$ cat src/rtl/frogger_pkg.sv
// rtl/frogger_pkg.sv - shared game constants and round state encoding
package frogger_pkg;

  typedef enum logic [1:0] {
    ST_IDLE      = 2'd0,
    ST_PLAYING   = 2'd1,
    ST_HIT       = 2'd2,
    ST_GAME_OVER = 2'd3
  } game_state_t;

  localparam int NUM_LIVES_DEFAULT     = 3;
  localparam int CLK_FREQ_HZ           = 25_000_000;
  // One second of blanking at the pixel clock.
  localparam int INVULN_CYCLES_DEFAULT = CLK_FREQ_HZ;

endpackage

$ cat src/rtl/invuln_timer.sv
// rtl/invuln_timer.sv - loadable down-counter with zero flag for post-hit blanking
module invuln_timer #(
  parameter int WIDTH = 3
) (
  input  logic             i_Clk,
  input  logic             i_Rst,
  input  logic             i_Load,
  input  logic [WIDTH-1:0] i_Load_Val,
  output logic             o_Zero
);

  logic [WIDTH-1:0] count;

  always_ff @(posedge i_Clk) begin
    if (i_Rst) begin
      count <= '0;
    end else if (i_Load) begin
      count <= i_Load_Val;
    end else if (count != '0) begin
      count <= count - 1'b1;
    end
  end

  assign o_Zero = (count == '0);

endmodule

$ cat src/rtl/life_manager.sv
// rtl/life_manager.sv - life budget and round FSM; LIFE_BONUS_EN enables level-up extra lives
module life_manager
  import frogger_pkg::*;
#(
  parameter int NUM_LIVES     = NUM_LIVES_DEFAULT,
  parameter int INVULN_CYCLES = INVULN_CYCLES_DEFAULT
) (
  input  logic                 i_Clk,
  input  logic                 i_Rst,
  input  logic                 i_Game_Start,
  input  logic                 i_Collided,
  input  logic                 i_Level_Up,
  output logic [2:0]           o_Lives,
  output logic [NUM_LIVES-1:0] o_Life_LEDs,
  output logic                 o_Respawn,
  output logic                 o_Game_Active,
  output logic                 o_Invuln,
  output logic                 o_Game_Over
);

  localparam int         TIMER_W    = $clog2(INVULN_CYCLES);
  localparam logic [2:0] FULL_LIVES = 3'(NUM_LIVES);

  game_state_t          state, next_state;
  logic                 start_q;
  logic                 start_edge;
  logic                 timer_load, timer_zero;
  logic                 want_respawn;
  logic [2:0]           bonus_lives, next_lives;
  logic [NUM_LIVES-1:0] next_leds;

  assign start_edge = i_Game_Start & ~start_q;

  invuln_timer #(.WIDTH(TIMER_W)) u_invuln_timer (
    .i_Clk      (i_Clk),
    .i_Rst      (i_Rst),
    .i_Load     (timer_load),
    .i_Load_Val (TIMER_W'(INVULN_CYCLES - 1)),
    .o_Zero     (timer_zero)
  );

`ifdef LIFE_BONUS_EN
  // Bonus is applied before any same-cycle hit is evaluated.
  always_comb begin
    bonus_lives = o_Lives;
    if (i_Level_Up && (state == ST_PLAYING || state == ST_HIT) && o_Lives < FULL_LIVES)
      bonus_lives = o_Lives + 3'd1;
  end
`else
  logic unused_level_up;
  assign unused_level_up = i_Level_Up;
  assign bonus_lives     = o_Lives;
`endif

  always_comb begin
    next_state   = state;
    next_lives   = bonus_lives;
    want_respawn = 1'b0;
    timer_load   = 1'b0;
    case (state)
      ST_IDLE, ST_GAME_OVER: begin
        if (start_edge) begin
          next_state   = ST_PLAYING;
          next_lives   = FULL_LIVES;
          want_respawn = 1'b1;
        end
      end
      ST_PLAYING: begin
        if (i_Collided) begin
          if (bonus_lives <= 3'd1) begin
            next_lives = 3'd0;
            next_state = ST_GAME_OVER;
          end else begin
            next_lives   = bonus_lives - 3'd1;
            next_state   = ST_HIT;
            timer_load   = 1'b1;
            want_respawn = 1'b1;
          end
        end
      end
      ST_HIT: begin
        if (timer_zero) next_state = ST_PLAYING;
      end
      default: next_state = ST_IDLE;
    endcase
    for (int k = 0; k < NUM_LIVES; k++) next_leds[k] = (next_lives > k[2:0]);
  end

  always_ff @(posedge i_Clk) begin
    if (i_Rst) begin
      state         <= ST_IDLE;
      start_q       <= 1'b0;
      o_Lives       <= FULL_LIVES;
      o_Life_LEDs   <= '1;
      o_Respawn     <= 1'b0;
      o_Game_Active <= 1'b0;
      o_Invuln      <= 1'b0;
      o_Game_Over   <= 1'b0;
    end else begin
      state         <= next_state;
      start_q       <= i_Game_Start;
      o_Lives       <= next_lives;
      o_Life_LEDs   <= next_leds;
      // Guard keeps the frog controller from seeing a stretched request.
      o_Respawn     <= want_respawn & ~o_Respawn;
      o_Game_Active <= (next_state == ST_PLAYING) || (next_state == ST_HIT);
      o_Invuln      <= (next_state == ST_HIT);
      o_Game_Over   <= (next_state == ST_GAME_OVER);
    end
  end

endmodule

$ cat config.mk
export PLATFORM = sky130hd
export DESIGN_NAME = life_manager
export DESIGN_NICKNAME = d
export VERILOG_FILES = /design/src/rtl/frogger_pkg.sv /design/src/rtl/invuln_timer.sv /design/src/rtl/life_manager.sv
export SDC_FILE = /design/constraint.sdc
export NUM_CORES = 1
export LEC_CHECK = 0
export CORE_ASPECT_RATIO = 0.5
export CORE_MARGIN = 5
export CORE_UTILIZATION = 57
export DETAILED_ROUTE_END_ITERATION = 8
export PLACE_DENSITY = 0.74
export SLEW_MARGIN = 20
export SYNTH_ARGS = -nofsm -noshare
export SYNTH_HDL_FRONTEND = slang
export SYNTH_SLANG_ARGS = --single-unit
$ cat constraint.sdc
create_clock -name i_Clk -period 2.9 [get_ports i_Clk]
set_input_delay 0.58 -clock i_Clk [delete_from_list [all_inputs] [get_ports i_Clk]]
set_output_delay 0.58 -clock i_Clk [all_outputs]
set_load 0.05 [all_outputs]
==> results.md <==
* Via density at 5.79
* Post-CTS resize count at 0
* Worst Tran Pin Value at 0.883 ns
* Hold endpoint: o_Respawn
* Delay-heaviest family, CP: simple AND/OR/NAND/NOR gates
* Final #Nets at 241
* Drt first pass iters at 4
* Post-CTS Setup Bufs at 0
* Worst-Skew Late Latency at 0.29 ns
* Largest cells by area after synthesis: dfxtp_1 (42%), xor2_1 (7.7%), ha_1 (4.8%), nor2_1 (4.3%), a21oi_1 (3.8%)
* Data arrival time at the worst-slack endpoint at 2.68 ns
* Cts hold-fix bufs at 0
* Rows at 14
* Worst Hold Class: register to register
* Worst path slowest cell: or4_1
* Synth async-reset ratio at 0%
* Core box area at 3030 sq um
* Routability congestion estimate at 0.883
* IO Count at 15
* DRC at 0
* Worst hold start: o_Respawn
* Antenna Cells at 0
* Total CTS buffers at 5
* WP buf/inv at 0
* Distinct cells, synth at 39
* Clk buf depth at 2
* Reg2Reg Depth at 5
* Share of cells above drive strength 1 at 6.96%
* Area leader, netlist: dfxtp_1
* DP HPWL at 2700 um
* Nature of the critical path endpoint: register
* Peak Freq at 409 MHz
* Initial antenna violation count at 0
* Clock sink count at 38
* I/O Buffers at 13
* Avg Inst Size Synth at 8.54 sq um
* Slowest stage delay, CP at 0.67 ns
* Synth Register Bits at 38
* Largest net degree at the start of global routing at 19
* Tcrit/Tclk final at 84.2%
* Drt wl/cell at 14.1 um
* H-tree Lvls at 2
* Fin crit period at 2.44 ns
* Pleak at 0.820 nW
* Crit Path Max Fanout at 9
* Max-slew violations at 0
* Critical path class: register to register
* CTS clk-pin slew, worst paths at 0.07 ns
* Initial core utilization at 60.3%
* Vias in the first global route at 1563
* Area Growth Syn to Fin at 14.9%
* Number of synthesized flops with an enable pin at 0
* Hold Vio Cnt, Final at 0
* Post-Syn Area at 1830 sq um
* Cell Pwr Density at 1140 nW/um^2
* R2r startpoint: u_invuln_timer.count[2]
* Slew margin rel. at 40.9%
* Total of max-cap violations at 0
* GRT Total Usage at 18.9%
* Die X-Extent at 90.1 um
* Most frequent cells in the layout: dfxtp_1 (38), nor2_1 (21), xor2_1 (16), inv_1 (14), a21oi_1 (14)
* ANT nets after route at 0
* Critical path launch point type: register
* Die ar. at 4510 sq um
* Max IR drop VDD at 0.695 mV
* Commonest non-fill, non-tap cell in the layout: dfxtp_1
* Synthesized instance count at 214
* Hold Crit Depth at 1
* First-pass GRT wire length at 6950 um
* Ys Warns at 0
* Post-Route Setup TNS at 0 ns
* Initial DRC count at 86
* Status: finished clean
* Clock tree from TritonCTS: built
* Grt total ovfl at 0
* Final WL at 3820 um
* Overall Power at 0.00240 W
* Crit path cell chain: or4_1 > or3_1 > a221o_1 > ha_1 > nor2_1
* Final setup viols at 0
* Vias at 1563
* Unrepaired setup endpoints after global routing: false
* RR Endpoint: o_Game_Active
* Area share of the largest cell type after synthesis at 41.6%
* Root buffer cell: clkbuf_8
* Post-synth top flop: dfxtp_1
* Reg2reg setup slack at 0.46 ns
* Register area share after synthesis at 41.6%
* Worst Path Required at 3.13 ns
* Synthesized net count at 226
* Worst Skew at 0.00398 ns
* Die height at 50.0 um
[worst max-delay path by stage]
| stage | start | end | slack [ns] | depth (start not counted) |
|---|---|---|---|---|
| final | u_invuln_timer.count[2] | o_Game_Active | 0.46 | 5 |
| after global routing | u_invuln_timer.count[12] | o_Game_Active | 0.26 | 6 |
| after CTS | u_invuln_timer.count[2] | o_Game_Active | 0.46 | 5 |
| after detailed placement | i_Collided | o_Game_Active | 0.29 | 7 |
| after global placement | i_Collided | o_Game_Active | 0.33 | 7 |
| after floorplan | u_invuln_timer.count[0] | o_Game_Active | 0.52 | 9 |
[cells by family (layout without fill, tap and decap cells)]
family	count (synthesis)	in the layout	share of synthesized area, %
buffers and inverters	24	40	4.93
and+or+nand+nor	80	80	24.2
AOI/OAI and AO/OA	48	48	16.2
adders and majority gates	7	7	4.79
DFF	38	38	41.6
xor gates and xnor gates	17	17	8.15
[power by group]
| group | switching [W] | internal (W) | leakage, nW | total, W |
|---|---|---|---|---|
| Sequential | 0.000167 | 0.000694 | 0.312 | 0.000861 |
| Clock | 0.000182 | 0.000192 | 0.0482 | 0.000374 |
| Combinational | 0.000688 | 0.000476 | 0.460 | 0.00116 |
| Total | 0.00104 | 0.00136 | 0.820 | 0.00240 |
[through the flow]
stage	instance area [sq um]	utilization (%)	setup slack (ns)	hold WS, ns	std cells
global route	2100	69.2	0.256	0.465	270
floorplan	1830	-	0.520	0.452	214
CTS	2100	69.2	0.464	0.443	270
finish	2100	69.2	0.458	0.439	270
detailed placement	2010	66.2	0.293	0.428	262
global placement	2010	66.2	0.329	0.422	262
[registers in the layout, summed over array words and instances, names as in the netlist]
signal                flops
start_q                   1
o_Life_LEDs               3
state                     2
o_Respawn                 1
u_invuln_timer.count     25
o_Game_Over               1
o_Lives                   3
o_Invuln                  1
o_Game_Active             1
[layer usage]
layer / track usage [%] / vias up / share of wire, %
li1: - / 799 / -
met1: 22.1 / 718 / 47
met2: 32.8 / 34 / 47
met3: 5.62 / 12 / 4.2
met4: 7.67 / 0 / 1.6
met5: 0 / - / 0
[layout make-up]
class | instances | area [sq um]
multi-input cells | 152 | 976
fillers | 260 | 932
flip-flops and latches | 38 | 761
repair buffers | 18 | 168
clock buffers | 7 | 86.3
inverters | 14 | 52.6
well taps | 40 | 50.0
clock inverters | 1 | 5.00
[cell usage after synthesis, types with 5 or more instances]
cell type	n
o211ai_1	5
nor4_1	6
o21ai_0	12
ha_1	7
or4_1	6
a21oi_1	14
nand2_1	13
a31oi_1	5
xor2_1	16
nor2_1	21
clkbuf_1	9
dfxtp_1	38
nand3_1	7
inv_1	14
Power figures use the tool's default switching activity.
